$ cat config.mk
export PLATFORM = sky130hd
export DESIGN_NAME = pipe_ctrl_flat
export DESIGN_NICKNAME = d
export VERILOG_FILES = /design/src/rtl/pipe_ctrl_if.sv /design/src/rtl/pipe_ctrl.sv /design/src/flat_wrapper.sv
export SDC_FILE = /design/constraint.sdc
export NUM_CORES = 1
export LEC_CHECK = 0
export BUFFER_PORTS_ARGS = -buffer_cell sky130_fd_sc_hd__buf_2
export CAP_MARGIN = 20
export CORE_MARGIN = 1
export CORE_UTILIZATION = 50
export CTS_CLUSTER_DIAMETER = 150
export DETAILED_ROUTE_END_ITERATION = 6
export MAX_ROUTING_LAYER = met4
export PLACE_DENSITY = 0.85
export SLEW_MARGIN = 25
export SYNTH_ARGS = -nofsm -noshare
export SYNTH_HDL_FRONTEND = slang
export SYNTH_SLANG_ARGS = --single-unit
$ cat constraint.sdc
create_clock -name clk -period 3.9 [get_ports clk]
set_clock_uncertainty 0.15 [all_clocks]
set_input_delay 1.17 -clock clk [delete_from_list [all_inputs] [get_ports clk]]
set_output_delay 1.17 -clock clk [all_outputs]
set_load 0.05 [all_outputs]
$ cat src/rtl/pipe_ctrl_if.sv
// pipe_ctrl_if: sequencer <-> pipeline control signals
interface pipe_ctrl_if #(parameter int PC_W = 64, parameter int LAT_W = 4);
  logic             ex_fire_i;
  logic             ex_multi_i;
  logic [LAT_W-1:0] ex_lat_i;
  logic             ID_valid_i;
  logic             EX_valid_i;
  logic             redirect_i;
  logic [PC_W-1:0]  redirect_pc_i;
  logic             halt_req_i;
  logic             resume_req_i;
  logic             step_req_i;
  logic             ex_run_o;
  logic             fetch_en_o;
  logic             flush_o;
  logic             redir_valid_o;
  logic [PC_W-1:0]  redir_pc_o;
  logic             halted_o;
  logic [2:0]       state_o;
  modport master (
    input  ex_fire_i, ex_multi_i, ex_lat_i, ID_valid_i, EX_valid_i, redirect_i,
           redirect_pc_i, halt_req_i, resume_req_i, step_req_i,
    output ex_run_o, fetch_en_o, flush_o, redir_valid_o, redir_pc_o, halted_o, state_o
  );
  modport slave (
    output ex_fire_i, ex_multi_i, ex_lat_i, ID_valid_i, EX_valid_i, redirect_i,
           redirect_pc_i, halt_req_i, resume_req_i, step_req_i,
    input  ex_run_o, fetch_en_o, flush_o, redir_valid_o, redir_pc_o, halted_o, state_o
  );
endinterface

$ cat src/rtl/pipe_ctrl.sv
// pipe_ctrl: pipeline sequencer for EX stalls, flush/redirect and debug halt/step
module pipe_ctrl #(
  parameter int PC_W       = 64,
  parameter int LAT_W      = 4,
  parameter bit RESET_HALT = 1'b0
) (
  input logic clk,
  input logic rst,
  pipe_ctrl_if.master p
);
  typedef enum logic [2:0] {
    RUN = 3'd0, EXWAIT = 3'd1, FLUSH = 3'd2, DRAIN = 3'd3, HALTED = 3'd4, STEP = 3'd5
  } state_t;
  state_t state, nxt;
  logic [LAT_W-1:0] cnt, cnt_n;
  logic [PC_W-1:0] redir_pc;
  logic halt_pend, redir_pend, ret_drain;
  logic redir, halt;
  assign redir = p.redirect_i || redir_pend;
  assign halt  = p.halt_req_i || halt_pend;
  always_comb begin
    nxt   = state;
    cnt_n = cnt;
    case (state)
      RUN: begin
        if (redir) nxt = FLUSH;
        else if (halt) nxt = DRAIN;
        else if (p.ex_fire_i && p.ex_multi_i && p.ex_lat_i != '0) begin
          nxt   = EXWAIT;
          cnt_n = p.ex_lat_i;
        end
      end
      EXWAIT: begin
        cnt_n = cnt - LAT_W'(1);
        nxt   = (cnt == LAT_W'(1)) ? RUN : EXWAIT;
      end
      FLUSH:   nxt = (halt_pend || ret_drain) ? DRAIN : RUN;
      DRAIN:   nxt = redir ? FLUSH : (!p.ID_valid_i && !p.EX_valid_i) ? HALTED : DRAIN;
      HALTED:  nxt = p.resume_req_i ? RUN : p.step_req_i ? STEP : HALTED;
      STEP:    nxt = redir ? FLUSH : DRAIN;
      default: nxt = RUN;
    endcase
  end
  // ret_drain remembers whether the flush was entered from a debug drain or step
  always_ff @(posedge clk or negedge rst) begin
    if (!rst) begin
      state      <= RESET_HALT ? HALTED : RUN;
      cnt        <= '0;
      redir_pc   <= '0;
      halt_pend  <= 1'b0;
      redir_pend <= 1'b0;
      ret_drain  <= 1'b0;
    end else begin
      state      <= nxt;
      cnt        <= cnt_n;
      ret_drain  <= (state == DRAIN) || (state == STEP);
      if (p.redirect_i && state != FLUSH) redir_pc <= p.redirect_pc_i;
      redir_pend <= (nxt == FLUSH) ? 1'b0 : (p.redirect_i && state != FLUSH) ? 1'b1 : redir_pend;
      halt_pend  <= (nxt == HALTED) ? 1'b0 :
                    (p.halt_req_i && state inside {RUN, EXWAIT, FLUSH, STEP}) ? 1'b1 : halt_pend;
    end
  end
  assign p.ex_run_o      = state != EXWAIT;
  assign p.fetch_en_o    = state inside {RUN, EXWAIT, STEP};
  assign p.flush_o       = state == FLUSH;
  assign p.redir_valid_o = state == FLUSH;
  assign p.halted_o      = state == HALTED;
  assign p.redir_pc_o    = redir_pc;
  assign p.state_o       = state;
endmodule
$ cat src/flat_wrapper.sv
// flat-port wrapper written by rule: the top's interface ports become plain ports
module pipe_ctrl_flat 
#(
  parameter int PC_W       = 64,
  parameter int LAT_W      = 4,
  parameter bit RESET_HALT = 1'b0
)
  (clk, rst, p_ex_fire_i, p_ex_multi_i, p_ex_lat_i, p_ID_valid_i, p_EX_valid_i, p_redirect_i, p_redirect_pc_i, p_halt_req_i, p_resume_req_i, p_step_req_i, p_ex_run_o, p_fetch_en_o, p_flush_o, p_redir_valid_o, p_redir_pc_o, p_halted_o, p_state_o);
  pipe_ctrl_if #(.PC_W(PC_W), .LAT_W(LAT_W)) p_i ();
  input logic clk;
  input logic rst;
  input wire logic [$bits(p_i.ex_fire_i)-1:0] p_ex_fire_i;
  input wire logic [$bits(p_i.ex_multi_i)-1:0] p_ex_multi_i;
  input wire logic [$bits(p_i.ex_lat_i)-1:0] p_ex_lat_i;
  input wire logic [$bits(p_i.ID_valid_i)-1:0] p_ID_valid_i;
  input wire logic [$bits(p_i.EX_valid_i)-1:0] p_EX_valid_i;
  input wire logic [$bits(p_i.redirect_i)-1:0] p_redirect_i;
  input wire logic [$bits(p_i.redirect_pc_i)-1:0] p_redirect_pc_i;
  input wire logic [$bits(p_i.halt_req_i)-1:0] p_halt_req_i;
  input wire logic [$bits(p_i.resume_req_i)-1:0] p_resume_req_i;
  input wire logic [$bits(p_i.step_req_i)-1:0] p_step_req_i;
  output wire logic [$bits(p_i.ex_run_o)-1:0] p_ex_run_o;
  output wire logic [$bits(p_i.fetch_en_o)-1:0] p_fetch_en_o;
  output wire logic [$bits(p_i.flush_o)-1:0] p_flush_o;
  output wire logic [$bits(p_i.redir_valid_o)-1:0] p_redir_valid_o;
  output wire logic [$bits(p_i.redir_pc_o)-1:0] p_redir_pc_o;
  output wire logic [$bits(p_i.halted_o)-1:0] p_halted_o;
  output wire logic [$bits(p_i.state_o)-1:0] p_state_o;
  assign p_i.ex_fire_i = p_ex_fire_i;
  assign p_i.ex_multi_i = p_ex_multi_i;
  assign p_i.ex_lat_i = p_ex_lat_i;
  assign p_i.ID_valid_i = p_ID_valid_i;
  assign p_i.EX_valid_i = p_EX_valid_i;
  assign p_i.redirect_i = p_redirect_i;
  assign p_i.redirect_pc_i = p_redirect_pc_i;
  assign p_i.halt_req_i = p_halt_req_i;
  assign p_i.resume_req_i = p_resume_req_i;
  assign p_i.step_req_i = p_step_req_i;
  assign p_ex_run_o = p_i.ex_run_o;
  assign p_fetch_en_o = p_i.fetch_en_o;
  assign p_flush_o = p_i.flush_o;
  assign p_redir_valid_o = p_i.redir_valid_o;
  assign p_redir_pc_o = p_i.redir_pc_o;
  assign p_halted_o = p_i.halted_o;
  assign p_state_o = p_i.state_o;
  pipe_ctrl #(.PC_W(PC_W), .LAT_W(LAT_W), .RESET_HALT(RESET_HALT)) u_core (.clk(clk), .rst(rst), .p(p_i));
endmodule
==> metrics.txt <==
outcome=complete, no violations; Hold Crit Class=flop to flop; kind of start point of the critical path=flop; transition time of the tightest slew-check pin=around 0.9 ns; # port buffers=149; clock tree root buffer cell=sky130_fd_sc_hd__clkbuf_8; synthesized instance count=207; Die ar.=6884 sq um; part of the Yosys area used for sequential elements=0.5649; FP Rows=29; total of warnings raised by yosys=0; area growth from synthesis to final layout=32.44%; Post-synth EDFFs=0; max-slew violation count=0; crit path capture type=primary output; Hold Vio Cnt, Final=0; proportion of layout cells with a drive suffix above 1=0.6612; netlist area before placement=3278 sq um; postcts setup bufs=0; Sinks on Clock Net=74; Post-Syn Area per Cell=15.84 sq um; DRT Wirelength=6.870 mm; Via Count=~2300; DR WL/cell=15.61 microns; detailed-placement wirelength estimate=4.873 mm; Setup TNS Final=0 ns; total global routing overflow=0; final clock period utilization by the worst path=0.8065; area fraction of the dominant cell type after synthesis=0.5649; required time at the worst-slack endpoint=2.58 ns; async set-or-reset flop fraction in the synthesized netlist=1.000; height of the die=between 80 and 90 microns; total inserted antenna cells=0; number of design rule violations left after detail routing=0; number of buffers created by CTS=9; Multi-input gate area=roughly 1300 sq um; max-cap violations=0; post-CTS sizing=0; number of antenna violations at the first check in global routing=0; Crit Path Max Fanout=12; Worst-path clk slew=0.08 ns; remaining number of nets flagged by the antenna check after routing=0; most common flop cell mapped by yosys=sky130_fd_sc_hd__dfrtp_1; Slew headroom=0.4032; First DRT Iteration DRCs=about 120; first-pass GRT wire length=11.39 mm; top cell type by total area after synthesis=sky130_fd_sc_hd__dfrtp_1; data arrival at the endpoint of the critical path=around 1.8 ns; final-layout fill cell count=roughly 460; largest cells by area after synthesis=sky130_fd_sc_hd__dfrtp_1 (56%), sky130_fd_sc_hd__mux2_4 (22%), sky130_fd_sc_hd__mux2_2 (5.2%); number of nets in the synthesized netlist=around 290; Tmin final=3.145 ns; gpl congestion=about 0.9; CTS tree=done; total of flip-flops plus latches after synthesis=74; Sequential Area=~1900 sq um; deepest level of the CTS H-tree=3; critical path class=flop to primary output; number of optimization iterations in the first detailed-route pass=4; setup violation total in the final timing report=0; RSZ-0062 raised after global routing=false; Initial Util=0.5163; number of unique standard cell types used by synthesis=35; clock latency on the worst-skew pair=about 0.33 ns; Nets=438; count of hold buffers inserted by post-cts repair=0; boundary pin count=150; maximum clock insertion buffer count=2; number of global-route vias before repair=2443; Vias per Instance=5.132; gr usage total=0.2184; core area=6350 sq um; max frequency=0.3179 GHz; pin count of the biggest net entering global routing=75; x dimension of the die=82.97 microns
## placed cells by master (no fill, tap or decap), types with 3 or more instances in the layout
cell                        netlist  layout
sky130_fd_sc_hd__a21oi_1          9       9
sky130_fd_sc_hd__buf_2            2     148
sky130_fd_sc_hd__bufinv_16        0       5
sky130_fd_sc_hd__clkbuf_8         0       9
sky130_fd_sc_hd__dfrtp_1         74      74
sky130_fd_sc_hd__inv_1            4       4
sky130_fd_sc_hd__mux2_2          15      15
sky130_fd_sc_hd__mux2_4          49      49
sky130_fd_sc_hd__mux2i_1          3       3
sky130_fd_sc_hd__nor2_1           9       9
sky130_fd_sc_hd__nor3_1           3       3
sky130_fd_sc_hd__nor4_1           3       3
sky130_fd_sc_hd__o21ai_0          3       3
## worst paths after layout
| path | from | endpoint | slack [ns] | cells past startpoint |
|---|---|---|---|---|
| max reg2reg | u_core.p.state_o[2]$_DFF_PN0_ | u_core.p.redir_pc_o[6]$_DFFE_PN0P_ | 1.55 | 4 |
| max | u_core.p.state_o[0]$_DFF_PN0_ | p_ex_run_o | 0.75 | 4 |
| min | u_core.p.redir_pc_o[7]$_DFFE_PN0P_ | u_core.p.redir_pc_o[7]$_DFFE_PN0P_ | 0.35 | 1 |
| min reg2reg | u_core.p.redir_pc_o[7]$_DFFE_PN0P_ | u_core.p.redir_pc_o[7]$_DFFE_PN0P_ | 0.35 | 1 |
| min in group asynchronous | rst | u_core.p.redir_pc_o[0]$_DFFE_PN0P_ | 0.82 | 1 |
| max in group asynchronous | rst | u_core.p.redir_pc_o[63]$_DFFE_PN0P_ | 2.20 | 1 |
## logic make-up after synthesis
logic type,count (synthesis),share of synthesized area
muxes,67,0.2851
and+or+nand+nor,29,0.06145
buffers and inverters,15,0.03511
AOI/OAI and AO/OA,20,0.04580
adders and majority gates,2,0.007632
DFF,74,0.5649
## critical path, cell delays in order, from the launching register on
cell and delay [ns]:
sky130_fd_sc_hd__dfrtp_1 0.62, sky130_fd_sc_hd__inv_1 0.17, sky130_fd_sc_hd__nor3_2 0.32, sky130_fd_sc_hd__inv_2 0.14, sky130_fd_sc_hd__buf_2 0.24
## sequential cells by signal (all words and copies together), names as in the netlist
name                 count
u_core.halt_pend         1
u_core.p.redir_pc_o     64
u_core.p.state_o         3
u_core.cnt               4
u_core.ret_drain         1
u_core.redir_pend        1
## cell type report
| class | count | area share |
|---|---|---|
| inverters | 5 | 0.004323 |
| clock inverters | 7 | 0.03775 |
| multi-input cells | 118 | 0.3037 |
| flip-flops and latches | 74 | 0.4265 |
| clock buffers | 9 | 0.02853 |
| well taps | 77 | 0.02219 |
| repair buffers | 150 | 0.1769 |
## Yosys cell counts, types with 2 or more instances
cell	count
sky130_fd_sc_hd__nor2_1	9
sky130_fd_sc_hd__o221a_1	2
sky130_fd_sc_hd__dfrtp_1	74
sky130_fd_sc_hd__o21ai_0	3
sky130_fd_sc_hd__inv_1	4
sky130_fd_sc_hd__mux2i_1	3
sky130_fd_sc_hd__nor3_1	3
sky130_fd_sc_hd__mux2_4	49
sky130_fd_sc_hd__buf_2	2
sky130_fd_sc_hd__nand3_1	2
sky130_fd_sc_hd__a21oi_1	9
sky130_fd_sc_hd__ha_1	2
sky130_fd_sc_hd__buf_6	7
sky130_fd_sc_hd__nor4_1	3
sky130_fd_sc_hd__mux2_2	15
## routing by layer
layer / vias to the layer above / share of wire / track usage
met3: 14 / 0.053 / 0.04473
met1: 1100 / 0.41 / 0.2545
met4: 0 / 0.021 / 0.1066
met2: 103 / 0.52 / 0.3614
li1: 1041 / - / -
met5: - / 0 / -
## per-stage QoR
step | setup slack, ns | hold slack [ns] | instances | cell area, sq um | utilization
6_report | 0.7546 | 0.3535 | 440 | 4342 | 0.6837
4_1_cts | 0.7537 | 0.3567 | 440 | 4342 | 0.6837
5_1_grt | 0.5828 | 0.3712 | 440 | 4342 | 0.6837
2_1_floorplan | 0.5750 | 0.3156 | 207 | 3278 | -
3_5_place_dp | 1.158 | 0.3365 | 424 | 4054 | 0.6384
3_3_place_gp | 1.202 | 0.3307 | 424 | 4054 | 0.6384
Power is left out: the tool's default activity adds up to more than one toggle a clock period on the data nets, which glitch-free logic cannot reach.
